==> config.mk <==
export PLATFORM = sky130hd
export DESIGN_NAME = seq_mult_flat
export DESIGN_NICKNAME = d
export VERILOG_FILES = /design/src/rtl/seq_mult_pkg.sv /design/src/rtl/seq_mult_if.sv /design/src/rtl/seq_mult_adder_n.sv /design/src/rtl/seq_mult.sv /design/src/flat_wrapper.sv
export SDC_FILE = /design/constraint.sdc
export NUM_CORES = 1
export LEC_CHECK = 0
export ABC_AREA = 1
export BUFFER_PORTS_ARGS = -buffer_cell sky130_fd_sc_hd__buf_2
export CORE_MARGIN = 3
export CORE_UTILIZATION = 40
export CTS_CLUSTER_DIAMETER = 50
export DETAILED_ROUTE_END_ITERATION = 6
export GPL_ROUTABILITY_DRIVEN = 0
export PLACE_DENSITY_LB_ADDON = 0.3
export SLEW_MARGIN = 20
export SYNTH_ARGS = -nofsm -noshare
export SYNTH_HDL_FRONTEND = slang
export SYNTH_SLANG_ARGS = --single-unit
==> constraint.sdc <==
create_clock -name clk -period 9.6 [get_ports clk]
set_input_delay 1.92 -clock clk [delete_from_list [all_inputs] [get_ports clk]]
set_output_delay 1.92 -clock clk [all_outputs]
set_load 0.02 [all_outputs]
==> src/rtl/seq_mult_pkg.sv <==
// Shared definitions for the sequential shift-add multiplier: FSM state
// encodings and the iteration-counter width helper.
package mult_pkg;

    typedef enum logic [1:0] {
        ST_IDLE = 2'd0,
        ST_CALC = 2'd1,
        ST_DONE = 2'd2
    } state_t;

    // Counter must hold 0..WIDTH-1 plus one spare bit for the post-increment.
    function automatic int calc_cnt_w(input int width);
        return $clog2(width) + 1;
    endfunction

endpackage

==> src/rtl/seq_mult_if.sv <==
// Operand/product handshake bundle for seq_mult.
// SEQ_MULT_SIGNED_EN adds the signed_mode operand qualifier.
interface seq_mult_if #(parameter int WIDTH = 8);

    logic                 in_valid;
    logic                 in_ready;
    logic [WIDTH-1:0]     a;
    logic [WIDTH-1:0]     b;
    logic                 out_valid;
    logic                 out_ready;
    logic [2*WIDTH-1:0]   product;
`ifdef SEQ_MULT_SIGNED_EN
    logic                 signed_mode;

    modport master (
        output in_valid, a, b, signed_mode, out_ready,
        input  in_ready, out_valid, product
    );

    modport slave (
        input  in_valid, a, b, signed_mode, out_ready,
        output in_ready, out_valid, product
    );
`else
    modport master (
        output in_valid, a, b, out_ready,
        input  in_ready, out_valid, product
    );

    modport slave (
        input  in_valid, a, b, out_ready,
        output in_ready, out_valid, product
    );
`endif

endinterface

==> src/rtl/seq_mult_adder_n.sv <==
// N-bit ripple-carry adder; used for the accumulate step and for
// two's-complement negation (invert, then add one).
module adder_n #(
    parameter int N = 8
) (
    input  logic [N-1:0] x,
    input  logic [N-1:0] y,
    output logic [N-1:0] sum,
    output logic         cout
);

    logic [N:0] w_carry;

    assign w_carry[0] = 1'b0;

    for (genvar i = 0; i < N; i++) begin : g_fa
        assign sum[i]       = x[i] ^ y[i] ^ w_carry[i];
        assign w_carry[i+1] = (x[i] & y[i]) | (w_carry[i] & (x[i] ^ y[i]));
    end

    assign cout = w_carry[N];

endmodule

==> src/rtl/seq_mult.sv <==
// Sequential shift-add multiplier, one partial product per clock, with
// valid/ready on both sides. SEQ_MULT_SIGNED_EN enables two's-complement mode.
module seq_mult
    import mult_pkg::*;
#(
    parameter int WIDTH = 8
) (
    input  logic       clk,
    input  logic       rst,
    seq_mult_if.slave  bus
);

    localparam int                CNT_W    = calc_cnt_w(WIDTH);
    localparam int                PW       = 2 * WIDTH;
    localparam logic [CNT_W-1:0]  LAST_CNT = CNT_W'(WIDTH - 1);

    state_t             r_state;
    logic               r_in_ready;
    logic               r_out_valid;
    logic [PW-1:0]      r_product;
    logic [PW-1:0]      r_acc;
    logic [WIDTH-1:0]   r_mcand;
    logic [WIDTH-1:0]   r_mplier;
    logic [CNT_W-1:0]   r_cnt;

    logic [WIDTH-1:0]   w_a_mag;
    logic [WIDTH-1:0]   w_b_mag;
    logic               w_operand_zero;
    logic [PW-1:0]      w_addend;
    logic [PW-1:0]      w_sum;
    logic [PW-1:0]      w_result;
    logic               w_unused_acc_cout;

    // Partial product for the current multiplier bit.
    always_comb begin
        w_operand_zero = (bus.a == {WIDTH{1'b0}}) || (bus.b == {WIDTH{1'b0}});
        if (r_mplier[0]) begin
            w_addend = {{WIDTH{1'b0}}, r_mcand} << r_cnt;
        end else begin
            w_addend = {PW{1'b0}};
        end
    end

    adder_n #(.N(PW)) u_acc_add (
        .x    (r_acc),
        .y    (w_addend),
        .sum  (w_sum),
        .cout (w_unused_acc_cout)
    );

`ifdef SEQ_MULT_SIGNED_EN
    logic               w_a_neg;
    logic               w_b_neg;
    logic               r_neg;
    logic [PW-1:0]      w_neg_sum;
    logic               w_unused_neg_cout;

    // Magnitudes feed the unsigned loop; -2^(WIDTH-1) maps onto itself.
    always_comb begin
        w_a_neg = bus.signed_mode & bus.a[WIDTH-1];
        w_b_neg = bus.signed_mode & bus.b[WIDTH-1];
        if (w_a_neg) begin
            w_a_mag = ~bus.a + {{(WIDTH-1){1'b0}}, 1'b1};
        end else begin
            w_a_mag = bus.a;
        end
        if (w_b_neg) begin
            w_b_mag = ~bus.b + {{(WIDTH-1){1'b0}}, 1'b1};
        end else begin
            w_b_mag = bus.b;
        end
    end

    adder_n #(.N(PW)) u_negate (
        .x    (~w_sum),
        .y    ({{(PW-1){1'b0}}, 1'b1}),
        .sum  (w_neg_sum),
        .cout (w_unused_neg_cout)
    );

    // Apply the sign on the final accumulate.
    always_comb begin
        if (r_neg) begin
            w_result = w_neg_sum;
        end else begin
            w_result = w_sum;
        end
    end
`else
    // Unsigned operands pass straight through.
    always_comb begin
        w_a_mag  = bus.a;
        w_b_mag  = bus.b;
        w_result = w_sum;
    end
`endif

    // Control FSM with registered handshake outputs and datapath registers.
    always_ff @(posedge clk or posedge rst) begin
        if (rst) begin
            r_state     <= ST_IDLE;
            r_in_ready  <= 1'b1;
            r_out_valid <= 1'b0;
            r_product   <= {PW{1'b0}};
            r_acc       <= {PW{1'b0}};
            r_mcand     <= {WIDTH{1'b0}};
            r_mplier    <= {WIDTH{1'b0}};
            r_cnt       <= {CNT_W{1'b0}};
`ifdef SEQ_MULT_SIGNED_EN
            r_neg       <= 1'b0;
`endif
        end else begin
            case (r_state)
                ST_IDLE: begin
                    if (bus.in_valid) begin
                        r_mcand    <= w_a_mag;
                        r_mplier   <= w_b_mag;
                        r_in_ready <= 1'b0;
`ifdef SEQ_MULT_SIGNED_EN
                        r_neg      <= w_a_neg ^ w_b_neg;
`endif
                        if (w_operand_zero) begin
                            r_product   <= {PW{1'b0}};
                            r_out_valid <= 1'b1;
                            r_state     <= ST_DONE;
                        end else begin
                            r_acc   <= {PW{1'b0}};
                            r_cnt   <= {CNT_W{1'b0}};
                            r_state <= ST_CALC;
                        end
                    end
                end
                ST_CALC: begin
                    r_acc    <= w_sum;
                    r_mplier <= r_mplier >> 1;
                    r_cnt    <= r_cnt + {{(CNT_W-1){1'b0}}, 1'b1};
                    if (r_cnt == LAST_CNT) begin
                        r_product   <= w_result;
                        r_out_valid <= 1'b1;
                        r_state     <= ST_DONE;
                    end
                end
                ST_DONE: begin
                    if (bus.out_ready) begin
                        r_out_valid <= 1'b0;
                        r_in_ready  <= 1'b1;
                        r_state     <= ST_IDLE;
                    end
                end
                default: begin
                    r_state     <= ST_IDLE;
                    r_in_ready  <= 1'b1;
                    r_out_valid <= 1'b0;
                end
            endcase
        end
    end

    assign bus.in_ready  = r_in_ready;
    assign bus.out_valid = r_out_valid;
    assign bus.product   = r_product;

endmodule

==> src/flat_wrapper.sv <==
// flat-port wrapper written by rule: the top's interface ports become plain ports
module seq_mult_flat import mult_pkg::*;
#(
    parameter int WIDTH = 8
)
  (clk, rst, bus_in_valid, bus_a, bus_b, bus_out_ready, bus_in_ready, bus_out_valid, bus_product);
  seq_mult_if #(.WIDTH(WIDTH)) bus_i ();
  input  logic clk;
  input  logic rst;
  input wire logic [$bits(bus_i.in_valid)-1:0] bus_in_valid;
  input wire logic [$bits(bus_i.a)-1:0] bus_a;
  input wire logic [$bits(bus_i.b)-1:0] bus_b;
  input wire logic [$bits(bus_i.out_ready)-1:0] bus_out_ready;
  output wire logic [$bits(bus_i.in_ready)-1:0] bus_in_ready;
  output wire logic [$bits(bus_i.out_valid)-1:0] bus_out_valid;
  output wire logic [$bits(bus_i.product)-1:0] bus_product;
  assign bus_i.in_valid = bus_in_valid;
  assign bus_i.a = bus_a;
  assign bus_i.b = bus_b;
  assign bus_i.out_ready = bus_out_ready;
  assign bus_in_ready = bus_i.in_ready;
  assign bus_out_valid = bus_i.out_valid;
  assign bus_product = bus_i.product;
  seq_mult #(.WIDTH(WIDTH)) u_core (.clk(clk), .rst(rst), .bus(bus_i));
endmodule
# After elaboration in Yosys (flattened, before gate mapping)
# Cells that the tools add are included.
dict set report totals {
  ff_bits 56
  inputBits 20
  out_inout_bits 18
  elab_cells 131
}
dict set report classes {
  n_addsub 1
  n_eq_ne 8
  n_shift 1
  n_mux 26
  bitwise 75
  reduce_logical 12
}
# cell count
set op_table {}
lappend op_table {{$mux 16} 6}
lappend op_table {{$pmux 16 s2} 2}
lappend op_table {{$xor 1x1->1} 31}
lappend op_table {{$and 1x1->1} 29}
lappend op_table {{$logic_not 8->1} 2}
lappend op_table {{$pmux 8 s2} 1}
lappend op_table {{$shl 8x4->16} 1}
lappend op_table {{$or 1x1->1} 14}
lappend op_table {{$reduce_and 3->1} 3}
lappend op_table {{$mux 2} 4}
lappend op_table {{$mux 4} 2}
lappend op_table {{$mux 8} 1}
lappend op_table {{$pmux 4 s2} 1}
lappend op_table {{$reduce_and 4->1} 2}
lappend op_table {{$mux 1} 6}
lappend op_table {{$ne 2x2->1 const B} 3}
lappend op_table {{$pmux 1 s3} 2}
lappend op_table {{$pmux 2 s3} 1}
lappend op_table {{$add 4x1->4 const B} 1}
lappend op_table {{$eq 4x3->1 const B} 1}
lappend op_table {{$ne 2x1->1 const B} 2}
lappend op_table {{$reduce_and 2->1} 2}
lappend op_table {{$eq 2x1->1 const B} 1}
lappend op_table {{$eq 2x2->1 const B} 1}
lappend op_table {{4 further kinds} 4}

# Longest topological paths before layout
dict set report logic_depth {
  ltp_word 34
  mapped_depth 29
  mapped_depth_nobuf 29
}

# By module
# Synthesis repeated with hierarchy kept, for this count alone.
dict set report hier_totals {
  cells_unflattened 411
  area_unflattened_um2 3214.3
}
# module instances cells_per_inst area_each_um2 seq_area_each_um2
set by_module_without_submodules {}
lappend by_module_without_submodules {seq_mult 1 385 2864.0 1402.6}
lappend by_module_without_submodules {adder_n 1 26 350.3 0.0}

# Worst setup path after synthesis
# Ideal clock, no wire load.
dict set report synth_timing {
  path_type {register to register}
  from {register u_core.r_cnt[0]}
  to {register u_core.r_product[15], in the netlist u_core.bus.product[15]}
  setup_time_ps 117
  t_arrival_ps 7169
  t_required_ps 9483
  path_slack_ps 2314
  stages_incl_launch_ff 30
  path_buffers 0
  period_less_slack_ps 7286
  path_cell_list {dfrtp_1 clkinv_1 nand2_1 nor2_1 nand2_1 nor3_1 ha_1 inv_1 fa_1 fa_1 fa_1 fa_1 fa_1 fa_1 fa_1 fa_1 fa_1 fa_1 fa_1 fa_1 inv_1 fa_1 inv_1 fa_1 xor2_1 inv_1 nand2_1 nand2_1 nand3_1 nand2_1}
}
dict set report synth_via {
  elab_chain_len 34
  elab_cells_between_ends 66
  classes_between {2 x eq/ne; 1 x shift; 3 x mux; 59 x bitwise; 1 x reduce/logical}
}
# item line_no
set synth_lines {}
lappend synth_lines {{from (decl)} seq_mult.sv:24} ;# logic [CNT_W-1:0] r_cnt;
lappend synth_lines {{from (signal assigned)} seq_mult.sv:108} ;# r_cnt <= {CNT_W{1'b0}};
lappend synth_lines {{from (signal assigned)} seq_mult.sv:128} ;# r_cnt <= {CNT_W{1'b0}};
lappend synth_lines {{from (signal assigned)} seq_mult.sv:136} ;# r_cnt <= r_cnt + {{(CNT_W-1){1'b0}}, 1'b1};
lappend synth_lines {{$shl 8x4->16} seq_mult.sv:38} ;# w_addend = {{WIDTH{1'b0}}, r_mcand} << r_cnt;
lappend synth_lines {{$mux 16} seq_mult.sv:37} ;# if (r_mplier[0]) begin
lappend synth_lines {{$and 1x1->1 or $xor 1x1->1 (tied branches)} seq_mult_adder_n.sv:18} ;# assign w_carry[i+1] = (x[i] & y[i]) | (w_carry[i] & (x[i] ^ y[i]));
lappend synth_lines {{$and 1x1->1} seq_mult_adder_n.sv:18}
lappend synth_lines {{$or 1x1->1} seq_mult_adder_n.sv:18}
lappend synth_lines {{$and 1x1->1} seq_mult_adder_n.sv:18}
lappend synth_lines {{$or 1x1->1} seq_mult_adder_n.sv:18}
lappend synth_lines {{$and 1x1->1} seq_mult_adder_n.sv:18}
lappend synth_lines {{[18 not listed]} --}
lappend synth_lines {{$or 1x1->1} seq_mult_adder_n.sv:18}
lappend synth_lines {{$and 1x1->1} seq_mult_adder_n.sv:18}
lappend synth_lines {{$or 1x1->1} seq_mult_adder_n.sv:18}
lappend synth_lines {{$and 1x1->1} seq_mult_adder_n.sv:18}
lappend synth_lines {{$or 1x1->1} seq_mult_adder_n.sv:18}
lappend synth_lines {{$xor 1x1->1} seq_mult_adder_n.sv:17} ;# assign sum[i] = x[i] ^ y[i] ^ w_carry[i];
lappend synth_lines {{$mux 16} seq_mult.sv:137} ;# if (r_cnt == LAST_CNT) begin
lappend synth_lines {{$pmux 16 s2} seq_mult.sv:113} ;# case (r_state)
lappend synth_lines {{to (signal assigned)} seq_mult.sv:104} ;# r_product <= {PW{1'b0}};
lappend synth_lines {{to (signal assigned)} seq_mult.sv:123} ;# r_product <= {PW{1'b0}};
lappend synth_lines {{to (signal assigned)} seq_mult.sv:138} ;# r_product <= w_result;
lappend synth_lines {{to (decl)} seq_mult.sv:20} ;# logic [PW-1:0] r_product;
# Several ways; a longest one is shown, not always the timed one. The select of a mux whose other input is x is not followed.
# A chain may end at the register's enable or synchronous reset.

# Worst setup path after layout
# Ends and elaborated chain as after synthesis.

==> impl_metrics.json <==
{
  "initial_core_util": 0.4151,
  "setup_ws_ns": 1.772,
  "nets": 469,
  "worst_hold_slack_ns": 0.4795,
  "clock-sinks": 56,
  "synthAdderAreaFrac": 0.09468,
  "ys_warn_count": 0,
  "diodes": 0,
  "share_of_synthesized_registers_carrying_an_async_set_or_reset": 1.000,
  "required_ns": 9.80,
  "synthToLayoutAreaGrowth_pct": 9.624,
  "rows": 32,
  "route.met3.wl_um": 307,
  "final.fill_count": 833,
  "drtIter0Drc": 190,
  "worst-setup-path-type": "flop to flop",
  "syn-cell-area_mm2": 0.003224,
  "grt_start_max_net_pins": 57,
  "number_of_antenna_violations_at_the_first_check_in_global_routing": 0,
  "rsz0062_at_grt": "false",
  "combinational_family_with_the_most_area_after_synthesis": "simple AND/OR/NAND/NOR gates",
  "cts_repair_resize_count": 0,
  "critical_path.max_fanout": 12,
  "synth_simple_gate_area_share": 0.3015,
  "total_area_of_multi_input_combinational_cells_mm2": 0.001538,
  "layout_common_cells": "167 x nand2_1, 55 x dfrtp_1, 37 x inv_1, 37 x buf_2, 26 x nand3_1",
  "clk-insertion-delay-late_ns": 0.30,
  "p_leak_nw": 1.855,
  "yosys.area_share.xor_xnor": 0.002716,
  "timing.final.crit_period_ns": 7.828,
  "clockBufferDepth": 2,
  "clock.fmax_ghz": 0.1277,
  "viasPerCell": 4.772,
  "flip_flop_and_latch_area_mm2": 0.001403,
  "syn_inst": 399,
  "worstHoldPathType": "flop to flop",
  "synth_mux_area_frac": 0.003104,
  "grt_pass1_vias": 2494,
  "detail_route.wl_per_cell_um": 11.71,
  "grt.overflow.total": 0,
  "finalCritPeriodShare": 0.8154,
  "critical_path.startpoint_type": "flop",
  "cap_viol_max_count": 0,
  "cts_tree": "yes",
  "die-width_um": 95.78,
  "global_route_wire_length_before_repair_um": 11220,
  "syn_area_per_cell_um2": 8.081,
  "post_route_cells_drive_above_1_share": 0.1889,
  "total_power_mw": 1.085,
  "numPortBuffers": 37,
  "dpl_cell_area_mm2": 0.003441,
  "mostFrequentLayoutCell": "nand2_1",
  "synth.net_count": 435,
  "dp_hpwl_um": 4693,
  "worst_slew_margin_rel": 0.5295,
  "timing.critical_path.slowest_cell_delay_ns": 0.51,
  "synth-compound-area-share": 0.07412,
  "cellPowerDensity_mw_per_mm2": 307.0,
  "cts_root_buf": "clkbuf_8",
  "synth_seq_cells": 56,
  "finalHoldViolations": 0,
  "finalSetupViolCount": 0,
  "io_pins": 38,
  "cp_most_frequent_cell": "fa_1",
  "post_synth_num_cell_types": 33,
  "totalNegativeSetupSlack_ns": 0,
  "die_height_um": 95.78,
  "worst_setup_path_end_kind": "flop",
  "post_synth_edffs": 0,
  "route.layer.met1.wl_um": 2946,
  "irDropWorstVdd_mv": 0.1320,
  "grt_util_all_layers": 0.1521,
  "ys_seq_area_frac": 0.4350,
  "cp_slowest_cell": "dfrtp_1",
  "cts_inserted_buffers": 5,
  "final.setup_skew_ns": 0.009777,
  "num_vias": 2558,
  "final_max_slew_viol_count": 0,
  "highest-signal-layer": "met4",
  "setup_buffers_after_cts": 0,
  "clkSlewWorstSetupHoldPaths_ns": 0.10,
  "route.met2.wl_um": 2966,
  "ctsHoldBuffers": 0,
  "drt_drc_violations_left": 0,
  "status": "completed",
  "postLayoutCellArea_mm2": 0.003535,
  "core_box_area_mm2": 0.007767,
  "synth-main-ff-cell": "dfrtp_1",
  "cp.arrival_ns": 8.03,
  "cts-htree-levels": 2,
  "first_pass_iters": 6,
  "routed_wirelength_um": 6278,
  "antenna_left": 0,
  "place_ws_ns": 1.771,
  "worst_pin_slew_ns": 0.7057,
  "die_area_mm2": 0.009174
}
-- final timing paths --
check	slack (ns)	depth (start not counted)	end	start
max	1.77	29	u_core.bus.product[15]$_DFFE_PP0P_	u_core.r_cnt[0]$_DFFE_PP0P_
min reg2reg	0.48	2	u_core.r_acc[5]$_DFFE_PP0P_	u_core.r_acc[5]$_DFFE_PP0P_
min	0.48	2	u_core.r_acc[5]$_DFFE_PP0P_	u_core.r_acc[5]$_DFFE_PP0P_
min in group asynchronous	1.81	3	u_core.r_acc[0]$_DFFE_PP0P_	rst
max in group asynchronous	7.34	3	u_core.bus.product[1]$_DFFE_PP0P_	rst
max reg2reg	1.77	29	u_core.bus.product[15]$_DFFE_PP0P_	u_core.r_cnt[0]$_DFFE_PP0P_
-- synth_stat cells, drive strengths merged, types with 2 or more instances --
master,instances,area share
nand3,26,0.040
nor2,20,0.024
nand2,175,0.21
ha,2,0.0078
clkbuf,2,0.0054
a21oi,4,0.0074
nor3,4,0.0062
buf,11,0.032
dfrtp,55,0.43
inv,42,0.049
or2,3,0.0058
clkinv,2,0.0023
nand4,3,0.0058
a31oi,2,0.0039
fa,14,0.087
and2,4,0.0078
o21ai,23,0.053
-- area by class of cell --
cell class,count,share of cell area
flip-flops and latches,56,0.3968
clock inverters,1,0.002124
repair buffers,40,0.05876
well taps,102,0.03611
clock buffers,7,0.02442
multi-input cells,286,0.4350
inverters,44,0.04673
-- flip-flops by register name, indices dropped and copies added (netlist names) --
| signal | flops |
|---|---|
| u_core.r_state | 2 |
| u_core.r_mplier | 8 |
| u_core.r_cnt | 4 |
| u_core.bus.out_valid | 1 |
| u_core.r_acc | 16 |
| u_core.r_mcand | 8 |
| u_core.bus.in_ready | 1 |
| u_core.bus.product | 16 |
-- layer usage --
layer	vias up	GRT usage
met4	0	0.03081
met1	1190	0.2015
met3	6	0.02815
met5	-	0
li1	1299	-
met2	63	0.2606
-- stage by stage --
step	instances	utilization
5_1_grt	536	0.4551
3_3_place_gp	528	0.4430
4_1_cts	536	0.4551
6_report	536	0.4551
2_1_floorplan	399	-
3_5_place_dp	528	0.4430
-- cell families after synthesis --
| family | count (synthesis) |
|---|---|
| adders and majority gates | 16 |
| AOI/OAI and AO/OA | 33 |
| DFF | 56 |
| and+or+nand+nor | 235 |
| buffers and inverters | 57 |
| muxes | 1 |
| xor gates and xnor gates | 1 |
-- report_power, final --
group | switching [mW] | leakage (nW) | internal (mW)
Sequential | 0.0753 | 0.737 | 0.325
Clock | 0.0732 | 0.0445 | 0.0588
Combinational | 0.373 | 1.07 | 0.179
Total | 0.522 | 1.86 | 0.563
-- worst max-delay path, delay by kind of cell, from the launching register on --
| kind | cells | cell delay, ns |
|---|---|---|
| adders and majority gates | 15 | 5.83 |
| xor gates and xnor gates | 1 | 0.18 |
| DFF | 1 | 0.51 |
| buffers and inverters | 5 | 0.44 |
| and+or+nand+nor | 8 | 0.74 |
No activity file was read; power rests on OpenSTA's default activity.
